File: src/rtl/stream_dispatch_ctrl_pkg.sv
// Shared definitions for the stream dispatch controller: opcodes, header
// field positions and the FSM state encoding.
package stream_dispatch_ctrl_pkg;

    localparam logic [7:0] OP_WGT   = 8'd0;
    localparam logic [7:0] OP_IFM   = 8'd1;
    localparam logic [7:0] OP_BIAS  = 8'd2;
    localparam logic [7:0] OP_START = 8'd3;

    localparam int HDR_OPC_LSB  = 0;
    localparam int HDR_OPC_W    = 8;
    localparam int HDR_CNT_LSB  = 16;
    localparam int HDR_CNT_W    = 16;
    localparam int HDR_BASE_LSB = 32;

    localparam int NUM_DEST = 3;

    typedef enum logic [1:0] {
        ST_HDR  = 2'd0,
        ST_LOAD = 2'd1,
        ST_RUN  = 2'd2,
        ST_WAIT = 2'd3
    } state_t;

    function automatic logic is_load_op(input logic [7:0] opc);
        return opc <= OP_BIAS;
    endfunction

endpackage

File: src/rtl/dispatch_addr_gen.sv
// Payload address generator: latches base and word count from a header and
// produces base+index (wrapping) plus a last-word flag for the FSM.
module dispatch_addr_gen
    import stream_dispatch_ctrl_pkg::*;
#(
    parameter int ADDR_W = 12
) (
    input  logic                 clk,
    input  logic                 aresetn,
    input  logic                 load,
    input  logic                 advance,
    input  logic [ADDR_W-1:0]    base_in,
    input  logic [HDR_CNT_W-1:0] count_in,
    output logic [ADDR_W-1:0]    addr,
    output logic                 last_word
);

    logic [ADDR_W-1:0]    base_reg;
    logic [HDR_CNT_W-1:0] count_reg;
    logic [HDR_CNT_W-1:0] idx_reg;

    always_ff @(posedge clk) begin
        if (!aresetn) begin
            base_reg  <= '0;
            count_reg <= '0;
            idx_reg   <= '0;
        end else if (load) begin
            base_reg  <= base_in;
            count_reg <= count_in;
            idx_reg   <= '0;
        end else if (advance) begin
            idx_reg <= idx_reg + HDR_CNT_W'(1);
        end
    end

    // Truncation to ADDR_W gives the modulo-2^ADDR_W wrap.
    assign addr      = base_reg + ADDR_W'(idx_reg);
    assign last_word = (idx_reg == count_reg - HDR_CNT_W'(1));

endmodule

File: src/rtl/stream_dispatch_ctrl.sv
// Header-driven stream dispatcher: routes payload words into weight/ifmap/bias
// buffers and hands off start/done with the conv core.
module stream_dispatch_ctrl
    import stream_dispatch_ctrl_pkg::*;
#(
    parameter int TBITS  = 64,
    parameter int ADDR_W = 12
) (
    input  logic              aclk,
    input  logic              aresetn,
    input  logic [TBITS-1:0]  isif_data_dout,
    input  logic              isif_last_dout,
    input  logic              isif_empty_n,
    output logic              isif_read,
    output logic [2:0]        buf_wr_en,
    output logic [ADDR_W-1:0] buf_wr_addr,
    output logic [TBITS-1:0]  buf_wr_data,
    output logic              core_start,
    input  logic              core_done,
    output logic              busy,
    output logic              err
);

    state_t state_reg, state_next;
    logic   ready_reg;
    logic   err_reg, err_next;
    logic [1:0] dest_reg, dest_next;

    logic                 consume;
    logic                 hdr_load;
    logic                 wr_active;
    logic                 last_word;
    logic [7:0]           opc;
    logic [HDR_CNT_W-1:0] hdr_cnt;
    logic [ADDR_W-1:0]    hdr_base;
    logic [ADDR_W-1:0]    gen_addr;
    logic                 can_pop;

    assign opc      = isif_data_dout[HDR_OPC_LSB +: HDR_OPC_W];
    assign hdr_cnt  = isif_data_dout[HDR_CNT_LSB +: HDR_CNT_W];
    assign hdr_base = isif_data_dout[HDR_BASE_LSB +: ADDR_W];

    // ready_reg holds off popping for the first cycle after reset release;
    // aresetn gating keeps a word from being popped or written at a reset edge.
    assign can_pop = ready_reg && aresetn && isif_empty_n;

    always_ff @(posedge aclk) begin
        if (!aresetn) begin
            state_reg <= ST_HDR;
            ready_reg <= 1'b0;
            err_reg   <= 1'b0;
            dest_reg  <= '0;
        end else begin
            state_reg <= state_next;
            ready_reg <= 1'b1;
            err_reg   <= err_next;
            dest_reg  <= dest_next;
        end
    end

    always_comb begin
        state_next = state_reg;
        err_next   = err_reg;
        dest_next  = dest_reg;
        consume    = 1'b0;
        hdr_load   = 1'b0;
        wr_active  = 1'b0;
        core_start = 1'b0;
        case (state_reg)
            ST_HDR: begin
                consume = can_pop;
                if (consume) begin
                    if (isif_last_dout)
                        err_next = 1'b1;
                    if (is_load_op(opc)) begin
                        if (hdr_cnt != '0) begin
                            dest_next  = opc[1:0];
                            hdr_load   = 1'b1;
                            state_next = ST_LOAD;
                        end
                    end else if (opc == OP_START) begin
                        state_next = ST_RUN;
                    end else begin
                        err_next = 1'b1;
                    end
                end
            end
            ST_LOAD: begin
                consume = can_pop;
                if (consume) begin
                    wr_active = 1'b1;
                    if (last_word) begin
                        if (!isif_last_dout)
                            err_next = 1'b1;
                        state_next = ST_HDR;
                    end else if (isif_last_dout) begin
                        err_next   = 1'b1;
                        state_next = ST_HDR;
                    end
                end
            end
            ST_RUN: begin
                core_start = aresetn;
                state_next = ST_WAIT;
            end
            ST_WAIT: begin
                if (core_done)
                    state_next = ST_HDR;
            end
            default: state_next = ST_HDR;
        endcase
    end

    dispatch_addr_gen #(
        .ADDR_W (ADDR_W)
    ) u_addr_gen (
        .clk       (aclk),
        .aresetn   (aresetn),
        .load      (hdr_load),
        .advance   (wr_active),
        .base_in   (hdr_base),
        .count_in  (hdr_cnt),
        .addr      (gen_addr),
        .last_word (last_word)
    );

    genvar gi;
    generate
        for (gi = 0; gi < NUM_DEST; gi++) begin : g_wr_en
            assign buf_wr_en[gi] = wr_active && (dest_reg == 2'(gi));
        end
    endgenerate

    assign isif_read   = consume;
    assign buf_wr_addr = wr_active ? gen_addr : '0;
    assign buf_wr_data = wr_active ? isif_data_dout : '0;
    assign busy        = (state_reg != ST_HDR);
    assign err         = err_reg;

endmodule

File: config.mk
export PLATFORM = sky130hd
export DESIGN_NAME = stream_dispatch_ctrl
export DESIGN_NICKNAME = d
export VERILOG_FILES = /design/src/rtl/stream_dispatch_ctrl_pkg.sv /design/src/rtl/dispatch_addr_gen.sv /design/src/rtl/stream_dispatch_ctrl.sv
export SDC_FILE = /design/constraint.sdc
export NUM_CORES = 1
export LEC_CHECK = 0
export CAP_MARGIN = 20
export CORE_MARGIN = 4
export CORE_UTILIZATION = 43
export CTS_CLUSTER_SIZE = 24
export DETAILED_ROUTE_END_ITERATION = 10
export PLACE_DENSITY = 0.81
export REMOVE_ABC_BUFFERS = 1
export SYNTH_ARGS = -nofsm -noshare
export SYNTH_HDL_FRONTEND = slang
export SYNTH_SLANG_ARGS = --single-unit
File: constraint.sdc
create_clock -name aclk -period 2.93 [get_ports aclk]
set_input_delay 0.4395 -clock aclk [delete_from_list [all_inputs] [get_ports aclk]]
set_output_delay 0.4395 -clock aclk [all_outputs]
set_load 0.05 [all_outputs]
==> results of run 1 <==
==> layer usage <==
layer	routed length [µm]	up-vias	part of all wire (%)
met3	871	32	7.3
met1	4680	1773	39
met2	6030	178	51
met5	0	-	0
met4	294	0	2.5
li1	-	1775	-
==> cell families after synthesis <==
group	count (synthesis)
AO/OA/AOI/OAI	42
XOR/XNOR	47
adder cells (fa/ha/maj)	14
buffers and inverters	27
flip-flops	50
multiplexers	31
AND/OR/NAND/NOR	223
==> repair_timing <==
action                                  4_1_cts  5_1_grt
resized for setup                            11        7
endpoints found under the setup margin        5        7
pin swaps                                     6        2
setup buffers                                 2        2
==> stage by stage <==
stage               utilization (%)  power (W)  hold WS, ns  cell area, µm²  setup TNS [ns]
detailed placement             76.5   0.000881        0.455            6000         -0.0825
CTS                            78.4    0.00131        0.483            6160          -0.300
finish                         79.1    0.00131        0.481            6210          -0.322
global route                   79.1    0.00136        0.534            6210          -0.686
floorplan                         -   0.000746        0.467            3450          -13.86
global placement               76.5   0.000878        0.454            6000         -0.0129
==> placed cells by master (no fill, tap or decap), types with 14 or more instances in the layout <==
cell,synthesis,layout
buf_12,0,82
and2_1,67,67
mux2i_1,31,31
nor2b_1,31,31
dfxtp_1,50,46
buf_4,0,14
nand2_1,24,24
xor2_1,19,19
clkdlybuf4s50_1,0,70
nor2_1,44,41
xnor2_1,28,28
==> critical path, stage by stage, from the launching register on <==
cell	delay, ns
dfxtp_2	0.35
ha_4	0.17
fa_2	0.37
a21o_1	0.19
a21oi_2	0.14
o21bai_1	0.11
a2111o_1	0.42
a41oi_2	0.16
xor2_1	0.20
nor2_2	0.07
buf_12	0.16
==> synth_stat cells (3+ instances only) <==
cell	n
and2_1	67
dfxtp_1	50
nor2_1	44
mux2i_1	31
nor2b_1	31
xnor2_1	28
nand2_1	24
xor2_1	19
clkbuf_1	16
a21oi_1	13
ha_1	13
nand3_1	13
nor4_1	10
nand4_1	8
nor3_1	8
inv_1	7
and3_1	5
a21o_1	4
nand2b_1	4
o21ai_0	4
buf_1	3
nor3b_1	3
==> power groups by stage <==
stage / logic, W / clock network, W / registers, W
2_1_floorplan: 0.0000390 / 0 / 0.000707
3_3_place_gp: 0.000177 / 0 / 0.000701
3_5_place_dp: 0.000180 / 0 / 0.000701
4_1_cts: 0.000182 / 0.000442 / 0.000685
5_1_grt: 0.000192 / 0.000476 / 0.000686
6_report: 0.000182 / 0.000447 / 0.000685
==> worst max-delay path by stage <==
stage,end,slack [ns],startpoint,cells after the start
after detailed placement,buf_wr_addr[10],-0.08,u_addr_gen.idx_reg[0],10
after CTS,buf_wr_addr[10],-0.13,u_addr_gen.idx_reg[0],10
after floorplan,buf_wr_addr[8],-0.60,u_addr_gen.idx_reg[0],8
after global routing,buf_wr_addr[10],-0.30,u_addr_gen.idx_reg[0],10
after global placement,buf_wr_addr[10],-0.01,u_addr_gen.idx_reg[0],10
final,buf_wr_addr[10],-0.18,u_addr_gen.idx_reg[0],10
==> area by class of cell <==
cell class	instances	area [µm²]
inverters	7	26.3
flip-flops and latches	50	1010
fillers	506	1640
clock inverters	2	16.3
clock buffers	6	82.6
repair buffers	166	2450
well taps	102	128
multi-input cells	357	2500
==> run_results.csv, run 1 <==
group,metric,value,unit
worst_hold_path,min_path_type,"reg2reg",
yosys,yosysTopAreaCellShare,28.3,%
placed_design,dp_cells,678,
power,pwr-share-comb,13.8,%
clock_tree,cts_tree,"done",
grt,gr-usage-met1,27.9,%
floorplan,die_y,98.7,µm
drt,routedWlPerCell,17.2,µm
drt,drt-total-wl,11900,µm
sta,hold_viol,0,
sta,report.final.slew_viol_count,0,
yosys,ys_types,45,
yosys,synth_seq_area_share,28.3,%
clock_tree,cts_max_path_buffers,2,
setup_path,worst_ep_arrival_time,2.67,ns
clock_tree,holdBufCountCts,0,
clock_tree,clock-root-buffer,"clkbuf_8",
worst_hold_path,hold_start,"err",
floorplan,dieWidth,98.7,µm
power,clock_power_share,34.0,%
clock_tree,cts_inserted_buffers,5,
yosys,synthSimpleGateAreaFrac,34.4,%
grt,grt_max_degree,50,
placed_design,dp_hpwl,9230,µm
power,power.leakage,2.62,nW
grt,grt_first_pass_wirelength,19500,µm
setup_path,reg2reg_from,"u_addr_gen.count_reg[0]",
sta,max_slew_margin,58.0,%
grt,globalRouteOverflowTotal,0,
yosys,synthArstFlopShare,0,%
yosys,synth_adder_area_share,5.17,%
sta,setup_slack,-0.178,ns
yosys,synth_top_family_by_area,"simple AND/OR/NAND/NOR gates",
grt,use_met3,4.88,%
cells_and_area,drive_above_1_share,21.3,%
sta,setup_violations,2,
setup_path,r2r_end,"err",
grt,grt_usage,24.0,%
drt,drc,0,
power,seq_power_share,52.1,%
floorplan,die_area,9730,µm²
setup_path,crit_path_start_kind,"flop",
cells_and_area,instances_no_fill,690,
yosys,yosys.area.top_type,"dfxtp_1",
setup_path,endpoint_kind,"primary output",
sta,period_needed,3.11,ns
grt,grt_pass1_vias,3838,
cells_and_area,areaGrowthSynthToFinish,75.6,%
clock_tree,cts_num_sinks,50,
yosys,muxShareOfSynthArea,8.78,%
clock_tree,cts_htree_levels,2,
sta,worst_pin_slew,0.625,ns
cells_and_area,final_nets,670,
power,intPower,0.000990,W
grt,grt_busiest_layer,"met2",
sta,skew,0.0146,ns
job,cap_violations,0,
drt,detail_route.iter0.violations,212,
placed_design,finalWeightedCongestion,0.866,
yosys,synth_cells,434,
drt,vias,3758,
yosys,synth_seq_cells,50,
placed_design,io_buffer_count,151,
floorplan,ios,152,
sta,rsz0062_at_grt,"true",
yosys,syn_area,3530,µm²
status,violations,"negative setup slack",
yosys,synthTopCellsByArea,"dfxtp_1 (28%), and2_1 (12%), mux2i_1 (8.8%), xnor2_1 (6.9%), nor2b_1 (5.5%)",
yosys,synth-edff-count,0,
sta,post-route-period-util,106,%
grt,antenna_found_initial,0,
setup_path,crit_type,"reg2out",
yosys,synth_area_per_cell,8.14,µm²
power,switchingPower,0.000325,W
yosys,ys.flop_type,"dfxtp_1",
yosys,ys_warn_count,0,
setup_path,regToRegSetupSlack,0.23,ns
power,swShare,24.7,%
yosys,synth_xor_area_share,11.6,%
power,powerDensity,212,nW/µm²
drt,ant_nets,0,
floorplan,start_util,45.0,%
grt,met2_usage,44.7,%
power,ir_worst_vdd,222,µV
setup_path,worst-r2r-cell-count,9,
worst_hold_path,holdPathStages,2,
sta,max_freq,322,MHz
status,status,"finished, violations left",
setup_path,critPathRequiredTime,2.49,ns
drt,drt_first_pass_iters,4,
cells_and_area,antenna_cells,0,
drt,vias_per_cell,5.45,
floorplan,coreArea,7850,µm²
worst_hold_path,holdPathEnd,"err",
yosys,synth_compound_area_share,8.57,%
placed_design,pre_cts_slack,-0.0825,ns
clock_tree,clk_pin_slew_worst_paths,0.11,ns
floorplan,num_rows,32,
setup_path,worstPathMaxFanout,3,
clock_tree,worstSkewPairLatency,0.32,ns
No activity file was read; power rests on OpenSTA's default activity.
==> run 2, diff against run 1 <==
- ABC_AREA: not set -> 1
- CORE_UTILIZATION: 43 -> 44
==> run 2 against run 1 <==
  * Critical endpoint is now buf_wr_addr[8]
  * Largest power group unchanged
  * The flow now finishes without violations
  * Synthesized area grew 6.8%
  * Maximum frequency grew 13%
  * Die area grew 4.0%
==> run_results.csv, run 2 <==
group,metric,value,unit
sta,hold_viol,0,
grt,antenna_found_initial,0,
clock_tree,post_cts_buffers,0,
yosys,post-synth-top-count-cell,"nor2_1",
sta,max_freq,365,MHz
power,power.leakage,2.93,nW
worst_hold_path,min_path_type,"reg2reg",
floorplan,die_area,10100,µm²
power,clock_power_share,41.6,%
cells_and_area,final_area,6380,µm²
power,swShare,21.5,%
grt,grt_first_pass_wirelength,21000,µm
setup_path,crit_family,"compound AO/OA/AOI/OAI gates",
power,powerDensity,229,nW/µm²
floorplan,die_y,101,µm
placed_design,dp_hpwl,10500,µm
sta,setup_slack,0.190,ns
power,pwr-share-comb,11.7,%
setup_path,worst_ep_arrival_time,2.30,ns
sta,max_slew_margin,64.6,%
yosys,synth_seq_cells,50,
drt,met2WireLength,6420,µm
drt,vias_per_cell,5.18,
sta,report.final.slew_viol_count,0,
clock_tree,clock-root-buffer,"clkbuf_8",
cells_and_area,final_nets,865,
clock_tree,cts_tree,"done",
yosys,synth_seq_area_share,26.5,%
yosys,yosys.area.top_type,"dfxtp_1",
drt,wl_met3,1220,µm
power,seq_power_share,46.8,%
placed_design,io_buffer_count,151,
drt,top_layer,"met4",
drt,ant_nets,0,
setup_path,critical_path_buf_inv_count,1,
yosys,ys.flop_type,"dfxtp_1",
power,ir_worst_vdd,236,µV
clock_tree,cts_num_sinks,50,
setup_path,endpoint_kind,"primary output",
clock_tree,clk_pin_slew_worst_paths,0.09,ns
sta,setup_violations,0,
floorplan,ios,152,
setup_path,cp_common_cell,"a21oi_1",
setup_path,path_cells,"ha_1, a21oi_1, o21ai_0, a21oi_1, o21ai_1, a21oi_1, buf_12",
placed_design,place_area,6230,µm²
setup_path,crit_path_top_delay_cell,"dfxtp_1",
job,cap_violations,0,
power,switchingPower,0.000313,W
yosys,syn_area,3770,µm²
drt,routedWlPerCell,14.5,µm
yosys,synth-edff-count,0,
cells_and_area,instances_no_fill,888,
cells_and_area,drive_above_1_share,15.8,%
cells_and_area,final_common_cell,"nor2_1",
cells_and_area,antenna_cells,0,
yosys,ys_warn_count,0,
drt,drt_first_pass_iters,7,
cells_and_area,mostFrequentLayoutCells,"nor2_1 (115), nand2_1 (111), inv_1 (106), buf_12 (81), clkdlybuf4s50_1 (70)",
setup_path,crit_type,"reg2out",
yosys,synth_cells,634,
sta,skew,0.00720,ns
setup_path,crit_path_start_kind,"flop",
power,intPower,0.00115,W
status,status,"finished, final reports clean",
sta,post-route-period-util,93.5,%
drt,vias,4602,
grt,grt_max_degree,61,
clock_tree,cts_max_path_buffers,2,
sta,worst_pin_slew,0.531,ns
drt,wl_met1,4920,µm
yosys,synthArstFlopShare,0,%
clock_tree,cts_inserted_buffers,5,
placed_design,finalWeightedCongestion,0.944,
grt,globalRouteOverflowTotal,0,
clock_tree,cts_htree_levels,2,
drt,drt-total-wl,12900,µm
grt,grt_pass1_vias,4622,
yosys,synth_area_per_cell,5.95,µm²
placed_design,dp_cells,880,
yosys,synthTopCellsByArea,"dfxtp_1 (27%), nor2_1 (11%), nand2_1 (11%), inv_1 (11%), a21oi_1 (8.6%)",
setup_path,critPathRequiredTime,2.49,ns
setup_path,critPathMaxStageDelay,0.52,ns
clock_tree,worstSkewPairLatency,0.31,ns
placed_design,pre_cts_slack,0.288,ns
drt,drc,0,
yosys,ys_types,34,
yosys,yosys-top-cells-count,"nor2_1 (115), nand2_1 (111), inv_1 (106)",
floorplan,num_rows,33,
cells_and_area,areaGrowthSynthToFinish,68.9,%
sta,period_needed,2.74,ns
grt,grt_usage,25.4,%
setup_path,worstPathMaxFanout,8,
floorplan,coreArea,8300,µm²
sta,rsz0062_at_grt,"false",
drt,detail_route.iter0.violations,239,
floorplan,dieWidth,101,µm
floorplan,start_util,45.5,%
yosys,yosysTopAreaCellShare,26.5,%
run 2: repair_timing:
item / 4_1_cts / 5_1_grt
hold buffers: 0 / 0
gates resized for setup: 0 / 5
setup endpoints to repair: 0 / 2
run 2: path summary, 6_finish.rpt:
| path | startpoint | to | slack, ns | cells past startpoint |
|---|---|---|---|---|
| max | u_addr_gen.idx_reg[3] | buf_wr_addr[8] | 0.19 | 7 |
| max reg2reg | u_addr_gen.count_reg[0] | state_reg[1] | 0.73 | 12 |
| min | u_addr_gen.idx_reg[15] | u_addr_gen.idx_reg[15] | 0.49 | 1 |
| min reg2reg | u_addr_gen.idx_reg[15] | u_addr_gen.idx_reg[15] | 0.49 | 1 |
run 2: power by group through the flow:
| stage | logic, W | clock network, W | registers [W] |
|---|---|---|---|
| floorplan | 0.0000460 | 0 | 0.000701 |
| global placement | 0.000166 | 0 | 0.000699 |
| detailed placement | 0.000169 | 0 | 0.000699 |
| CTS | 0.000170 | 0.000605 | 0.000683 |
| global route | 0.000185 | 0.000635 | 0.000683 |
| finish | 0.000170 | 0.000606 | 0.000683 |
run 2: cell families after synthesis:
kind of cell,after synthesis,synth area share [%]
buffers and inverters,128,12.8
xor gates and xnor gates,14,3.25
adders and majority gates,14,4.84
DFF,50,26.5
and+or+nand+nor,302,35.4
AOI/OAI and AO/OA,126,17.2
run 2: final cells by class:
type                       count  area, µm²
inverter                     110        413
clock inverter                 2       60.1
clock buffer                   6       82.6
sequential                    50       1000
timing repair buffer         159       2380
tap                          105        131
multi-input combinational    456       2300
fill                         604       1920
run 2: per-layer routing:
layer	track usage, %	vias to the layer above
met1	27.1	2060
met2	47.1	204
met3	8.17	28
met5	0	-
li1	-	2310
met4	7.46	0
run 2: stage by stage:
| step | hold slack, ns | setup TNS (ns) | util, % | total power (W) |
|---|---|---|---|---|
| after floorplan | 0.441 | -2.35 | - | 0.000747 |
| after global placement | 0.456 | 0 | 75.0 | 0.000865 |
| after detailed placement | 0.475 | 0 | 75.0 | 0.000868 |
| after CTS | 0.490 | 0 | 76.7 | 0.00146 |
| after global routing | 0.517 | 0 | 76.8 | 0.00150 |
| final | 0.488 | 0 | 76.8 | 0.00146 |
run 2: worst reg2reg max path, cell delays in order, from the launching register on:
cell     delay (ns)
dfxtp_1        0.40
inv_1          0.10
ha_1           0.23
nand2_1        0.25
o21ai_0        0.12
nand2_1        0.15
nand3_1        0.14
nor3_1         0.27
nand2_1        0.08
nand2_1        0.14
nand3_1        0.10
nand2_1        0.08
nor2_1         0.04
